`src/rtl/cfg_scan_pkg.sv`:
```
// Shared types and constants for the configuration scan loader.
// The CRC helper is only exercised when CFG_CRC_EN is defined.
package cfg_scan_pkg;

  typedef enum logic [2:0] {IDLE, LOAD, SHIFT, CRC, DONE} state_t;

  localparam logic [7:0] CRC8_POLY = 8'h07;
  localparam logic [7:0] CRC8_INIT = 8'h00;

  // One serial CRC-8 step: shift in a single data bit, MSB-first order.
  function automatic logic [7:0] crc8_step(input logic [7:0] crc, input logic din);
    logic fb;
    fb = crc[7] ^ din;
    return {crc[6:0], 1'b0} ^ (fb ? CRC8_POLY : 8'h00);
  endfunction

endpackage

```
`src/rtl/cfg_scan_loader_if.sv`:
```
// Configuration word stream (valid/ready) between the bitstream source and the loader.
interface cfg_scan_loader_if #(
  parameter int unsigned WORD_W = 8
);
  logic [WORD_W-1:0] word_data;
  logic              word_valid;
  logic              word_ready;

  modport master (output word_data, output word_valid, input word_ready);
  modport slave  (input word_data, input word_valid, output word_ready);
endinterface

```
`src/rtl/cfg_crc8_serial.sv`:
```
// Bit-serial CRC-8 accumulator (poly 0x07), one bit per enabled cycle; clear wins over enable.
module cfg_crc8_serial
  import cfg_scan_pkg::*;
(
  input  logic       clk,
  input  logic       rst_n,
  input  logic       clear,
  input  logic       en,
  input  logic       bit_in,
  output logic [7:0] crc
);

  always_ff @(posedge clk or negedge rst_n) begin
    if (!rst_n) begin
      crc <= CRC8_INIT;
    end else if (clear) begin
      crc <= CRC8_INIT;
    end else if (en) begin
      crc <= crc8_step(crc, bit_in);
    end
  end

endmodule

```
`src/rtl/cfg_scan_loader.sv`:
```
// Serialises configuration words MSB-first into the scan chain with scan_en qualification.
// Optional CRC-8 trailer check is enabled by defining CFG_CRC_EN.
module cfg_scan_loader
  import cfg_scan_pkg::*;
#(
  parameter int unsigned WORD_W    = 8,
  parameter int unsigned CHAIN_LEN = 64
) (
  input  logic                clk,
  input  logic                rst_n,
  input  logic                start,
  input  logic                abort,
  cfg_scan_loader_if.slave    word,
  output logic                scan_in,
  output logic                scan_en,
  output logic                busy,
  output logic                done,
  output logic                err
);

  localparam int unsigned BEATS  = CHAIN_LEN / WORD_W;
  localparam int unsigned BIT_W  = $clog2(CHAIN_LEN + 1);
  localparam int unsigned BEAT_W = $clog2(BEATS + 1);
  localparam int unsigned POS_W  = (WORD_W > 1) ? $clog2(WORD_W) : 1;

  localparam logic [BIT_W-1:0]  LAST_BIT = BIT_W'(CHAIN_LEN - 1);
  localparam logic [BEAT_W-1:0] BEATS_C  = BEAT_W'(BEATS);
  localparam logic [POS_W-1:0]  LAST_POS = POS_W'(WORD_W - 1);

  if (CHAIN_LEN % WORD_W != 0) begin : g_len_check
    $error("cfg_scan_loader: CHAIN_LEN must be a multiple of WORD_W");
  end

  state_t            state;
  logic [WORD_W-1:0] sbuf;
  logic [BIT_W-1:0]  bit_cnt;
  logic [BEAT_W-1:0] word_cnt;
  logic [POS_W-1:0]  pos;
  logic              ready_q;
  logic              launch;

  assign launch          = start && (state == IDLE || state == DONE);
  assign word.word_ready = ready_q;
  // The buffer drains to zero after each word, so scan_in idles low.
  assign scan_in         = sbuf[WORD_W-1];

`ifdef CFG_CRC_EN
  logic [7:0] crc_val;

  if (WORD_W < 8) begin : g_crc_width_check
    $error("cfg_scan_loader: CFG_CRC_EN needs WORD_W >= 8");
  end

  cfg_crc8_serial u_crc (
    .clk    (clk),
    .rst_n  (rst_n),
    .clear  (abort || launch),
    .en     (state == SHIFT),
    .bit_in (scan_in),
    .crc    (crc_val)
  );
`else
  assign err = 1'b0;
`endif

  always_ff @(posedge clk or negedge rst_n) begin
    if (!rst_n) begin
      state    <= IDLE;
      ready_q  <= 1'b0;
      scan_en  <= 1'b0;
      busy     <= 1'b0;
      done     <= 1'b0;
      sbuf     <= '0;
      bit_cnt  <= '0;
      word_cnt <= '0;
      pos      <= '0;
`ifdef CFG_CRC_EN
      err      <= 1'b0;
`endif
    end else if (abort) begin
      state    <= IDLE;
      ready_q  <= 1'b0;
      scan_en  <= 1'b0;
      busy     <= 1'b0;
      done     <= 1'b0;
      sbuf     <= '0;
      bit_cnt  <= '0;
      word_cnt <= '0;
      pos      <= '0;
`ifdef CFG_CRC_EN
      err      <= 1'b0;
`endif
    end else begin
      unique case (state)
        IDLE, DONE: begin
          if (start) begin
            state    <= LOAD;
            ready_q  <= 1'b1;
            busy     <= 1'b1;
            done     <= 1'b0;
            bit_cnt  <= '0;
            word_cnt <= '0;
            pos      <= '0;
`ifdef CFG_CRC_EN
            err      <= 1'b0;
`endif
          end
        end
        LOAD: begin
          if (word.word_valid && word_cnt != BEATS_C) begin
            state    <= SHIFT;
            ready_q  <= 1'b0;
            scan_en  <= 1'b1;
            sbuf     <= word.word_data;
            word_cnt <= word_cnt + 1'b1;
            pos      <= '0;
          end
        end
        SHIFT: begin
          sbuf    <= sbuf << 1;
          bit_cnt <= bit_cnt + 1'b1;
          pos     <= pos + 1'b1;
          if (pos == LAST_POS) begin
            scan_en <= 1'b0;
            pos     <= '0;
            if (bit_cnt == LAST_BIT) begin
`ifdef CFG_CRC_EN
              state   <= CRC;
              ready_q <= 1'b1;
`else
              state   <= DONE;
              busy    <= 1'b0;
              done    <= 1'b1;
`endif
            end else begin
              state   <= LOAD;
              ready_q <= 1'b1;
            end
          end
        end
`ifdef CFG_CRC_EN
        CRC: begin
          if (word.word_valid) begin
            state   <= DONE;
            ready_q <= 1'b0;
            busy    <= 1'b0;
            done    <= 1'b1;
            err     <= (word.word_data[7:0] != crc_val);
          end
        end
`endif
        default: state <= IDLE;
      endcase
    end
  end

endmodule

```
`src/flat_wrapper.sv`:
```
// flat-port wrapper written by rule: the top's interface ports become plain ports
module cfg_scan_loader_flat import cfg_scan_pkg::*;
#(
  parameter int unsigned WORD_W    = 8,
  parameter int unsigned CHAIN_LEN = 64
)
  (clk, rst_n, start, abort, scan_in, scan_en, busy, done, err, word_word_data, word_word_valid, word_word_ready);
  cfg_scan_loader_if #(.WORD_W(WORD_W)) word_i ();
  input  logic clk;
  input  logic rst_n;
  input  logic start;
  input  logic abort;
  output logic scan_in;
  output logic scan_en;
  output logic busy;
  output logic done;
  output logic err;
  input wire logic [$bits(word_i.word_data)-1:0] word_word_data;
  input wire logic [$bits(word_i.word_valid)-1:0] word_word_valid;
  output wire logic [$bits(word_i.word_ready)-1:0] word_word_ready;
  assign word_i.word_data = word_word_data;
  assign word_i.word_valid = word_word_valid;
  assign word_word_ready = word_i.word_ready;
  cfg_scan_loader #(.WORD_W(WORD_W), .CHAIN_LEN(CHAIN_LEN)) u_core (.clk(clk), .rst_n(rst_n), .start(start), .abort(abort), .word(word_i), .scan_in(scan_in), .scan_en(scan_en), .busy(busy), .done(done), .err(err));
endmodule
```
`config.mk`:
```
export PLATFORM = sky130hd
export DESIGN_NAME = cfg_scan_loader_flat
export DESIGN_NICKNAME = d
export VERILOG_FILES = /design/src/rtl/cfg_scan_pkg.sv /design/src/rtl/cfg_scan_loader_if.sv /design/src/rtl/cfg_crc8_serial.sv /design/src/rtl/cfg_scan_loader.sv /design/src/flat_wrapper.sv
export SDC_FILE = /design/constraint.sdc
export NUM_CORES = 1
export LEC_CHECK = 0
export CAP_MARGIN = 15
export CORE_ASPECT_RATIO = 0.6
export CORE_MARGIN = 10
export CORE_UTILIZATION = 30
export CTS_CLUSTER_DIAMETER = 150
export DETAILED_ROUTE_END_ITERATION = 10
export DONT_BUFFER_PORTS = 1
export PLACE_DENSITY_LB_ADDON = 0.05
export SLEW_MARGIN = 20
export SYNTH_ARGS = -nofsm -noshare
export SYNTH_HDL_FRONTEND = slang
export SYNTH_SLANG_ARGS = --single-unit
```
`constraint.sdc`:
```
create_clock -name clk -period 3.02 [get_ports clk]
set_clock_uncertainty 0.05 [all_clocks]
set_input_delay 0.453 -clock clk [delete_from_list [all_inputs] [get_ports clk]]
set_output_delay 0.453 -clock clk [all_outputs]
set_load 0.005 [all_outputs]
```
==> impl_metrics.toml <==
[status]
status = "completed"

[grt]
grt_pass1_wl_mm = 6.39
grt_pass1_vias = 1176
grt_max_degree = 30
grt_overflow = 0
track_usage = 0.0967
antenna_found_initial = 0

[placed_design]
dpl_worst_slack_ps = 942
io_buffers = 0
gp_congestion = 0.763
dp_hpwl_mm = 2.91
placed_area_mm2 = 0.00158
dp_cells = 214

[floorplan]
dieArea_mm2 = 0.00847
fp.dieH_um = 75.4
io_pins = 19
start_util = 0.306
die_w_um = 112
coreArea_mm2 = 0.00500
num_rows = 20

[logic_synthesis]
synth_cells = 153
ys_ff_latch = 29
synth_top_area_share = 0.473
synth.distinct_cells = 41
synth_fp_nets = 171
synth_edf_count = 0
yosysWarnings = 0
synth.yosys.seq_area_share = 0.473
synth_area_leaders = "dfrtp_1 (47%), ha_1 (4.1%), a21oi_1 (3.9%)"
yosys.area.top_type = "dfrtp_1"
syn-cell-area_mm2 = 0.00153
synthFlopType = "dfrtp_1"
syn_avg_cell_area_um2 = 10.0
async_flop_share = 1.00

[job]
cap_violations = 0

[critical_path]
start_kind = "flop"
worst-r2r-setup-slack_ps = 920
crit_fanout = 15
timing.rr.start = "u_core.state[0]$_DFFE_PN0P_"
path_cells = "or4b_4 > or4_4 > a31oi_1 > nor2_1"
critPathSlowestCell = "or4b_4"
critPathArrivalTime_ps = 2210
crit_type = "reg2reg"
cp.required_ps = 3130
worstSetupEndpointType = "flop"
reg2reg_depth = 4
slowest_delay_ps = 650
reg2reg_to = "u_core.word.word_ready$_DFFE_PN0P_"

[drt]
drtPass1Iterations = 4
routed_wl_mm = 3.86
viasPerCell = 5.35
wire_per_inst_um = 17.2
dr_total_vias = 1199
drc_errors = 0
drtAntennaViolNets = 0
drtIter0Drc = 70

[clock_network]
holdBufCountCts = 2
clock_path_buffers = 2
cts_tree = "done"
cts-htree-levels = 2
cts.root.buffer_cell = "clkbuf_8"
cts_resized = 0
cts_buffers = 5
clock-sinks = 29
post-cts-setup-buffers = 0
clk_pin_slew_ps = 60
clk_latency_ps = 280

[sta]
finalSetupTns_ps = 0
setup_viol = 0
grt_setup_unrepaired = "false"
fmaxAchievable_ghz = 0.477
relSlewSlack = 0.561
min_period_over_period = 0.694
drv_slew = 0
worst_pin_slew_ps = 656
fin_crit_ps = 2100
worst_slack_ps = 925
hold_violations = 0

[cells_and_area]
multi_input_area_um2 = 752
regArea_um2 = 726
fin_area_mm2 = 0.00171
instances_no_fill = 224
drive_gt1_frac = 0.0886
area_growth_pct = 11.7
antenna_cells = 0
fin_nets = 175
num-fill-cells = 524

[power]
ir_drop_mv = 0.156
p_leak_nw = 0.781
power_density_mw_per_mm2 = 517

[hold_path]
whs_path_depth = 1
min_to = "u_core.word_cnt[1]$_DFFE_PN0P_"
hold_class = "in2reg"
hold_path_startpoint = "abort"
## state kept, by name (all words and copies together), names as in the netlist
| signal | cells |
|---|---|
| u_core.sbuf | 8 |
| u_core.bit_cnt | 7 |
| u_core.word_cnt | 4 |
| u_core.pos | 3 |
| u_core.state | 3 |
| u_core.busy | 1 |
| u_core.done | 1 |
| u_core.scan_en | 1 |
| u_core.word.word_ready | 1 |
## report_power, final
part	total (mW)	switching (mW)	leakage, nW	internal (mW)
clock	0.357	0.152	0.0542	0.206
combinational	0.0992	0.0588	0.330	0.0404
sequential	0.430	0.0230	0.397	0.407
total	0.886	0.233	0.781	0.653
## per-layer routing
layer	global-route usage	vias to the layer above	part of all wire
met3	0.0393	6	0.069
met1	0.131	584	0.51
met5	0	-	0
li1	-	576	-
met4	0.0406	0	0.018
met2	0.132	33	0.40
## area by class of cell
class	instances	area share
clock buffers	7	0.0562
clock inverters	1	0.00292
inverters	4	0.00876
multi-input cells	114	0.439
flip-flops and latches	29	0.423
well taps	66	0.0482
repair buffers	3	0.0219
## cell families (layout without fill, tap and decap cells)
logic type / Yosys count / after routing / synth area share
AOI/OAI and AO/OA: 41 / 41 / 0.182
and+or+nand+nor: 58 / 58 / 0.206
buffers and inverters: 10 / 15 / 0.0367
xor gates and xnor gates: 1 / 1 / 0.00571
other: 1 / 1 / 0.00244
adders and majority gates: 5 / 5 / 0.0408
muxes: 8 / 8 / 0.0538
DFF: 29 / 29 / 0.473
## through the flow
stage | hold WS, ps | utilization | power, mW
3_5_place_dp | 109 | 0.316 | 0.526
3_3_place_gp | 109 | 0.316 | 0.526
2_1_floorplan | 107 | - | 0.505
5_1_grt | 157 | 0.343 | 0.934
4_1_cts | 168 | 0.343 | 0.899
6_report | 175 | 0.343 | 0.886
## synth_stat cells (all sizes together) (2+ instances only)
| cell type | count |
|---|---|
| ha | 5 |
| nor2 | 11 |
| buf | 3 |
| mux2 | 2 |
| nand2 | 10 |
| mux2i | 6 |
| a221o | 4 |
| or3 | 2 |
| nor2b | 2 |
| o21ai | 7 |
| a31oi | 2 |
| nor3b | 2 |
| dfrtp | 29 |
| a22o | 4 |
| and3 | 2 |
| nand2b | 2 |
| a21oi | 12 |
| a21o | 3 |
| o2bb2ai | 3 |
| inv | 3 |
| nand3 | 7 |
| nor3 | 9 |
| o22ai | 2 |
| clkbuf | 3 |
| and2 | 4 |
## worst max-delay path, delay by kind of cell (launching register included)
family / cells / cell delay (ps)
compound gates: 1 / 140
flops: 1 / 530
simple gates: 3 / 1250
## worst max-delay path by stage
stage                                 from                                 end  cells after the start
2_1_floorplan                        abort  u_core.word.word_ready$_DFFE_PN0P_                      6
4_1_cts        u_core.state[0]$_DFFE_PN0P_  u_core.word.word_ready$_DFFE_PN0P_                      4
3_3_place_gp   u_core.state[0]$_DFFE_PN0P_  u_core.word.word_ready$_DFFE_PN0P_                      4
5_1_grt        u_core.state[0]$_DFFE_PN0P_  u_core.word.word_ready$_DFFE_PN0P_                      4
6_report       u_core.state[0]$_DFFE_PN0P_  u_core.word.word_ready$_DFFE_PN0P_                      4
3_5_place_dp   u_core.state[0]$_DFFE_PN0P_  u_core.word.word_ready$_DFFE_PN0P_                      4
## cell usage in the layout, fill, tap and decap left out, types with 2 or more instances in the layout
master / netlist / final
o21ai_0: 6 / 6
a22o_1: 4 / 4
nand2b_1: 2 / 2
a221o_1: 4 / 4
nor3b_1: 2 / 2
inv_1: 3 / 3
nand3_1: 7 / 7
mux2i_1: 6 / 6
dfrtp_1: 29 / 29
mux2_2: 2 / 2
a31oi_1: 2 / 2
nor3_1: 9 / 9
nor2b_1: 2 / 2
a21o_1: 3 / 3
and3_1: 2 / 2
o22ai_1: 2 / 2
a21oi_1: 12 / 12
nand2_1: 10 / 10
and2_1: 4 / 4
o2bb2ai_1: 3 / 3
or3_1: 2 / 2
nor2_1: 11 / 11
ha_1: 5 / 5
clkbuf_8: 0 / 7
Note: power is estimated with default switching activity, not from simulation.
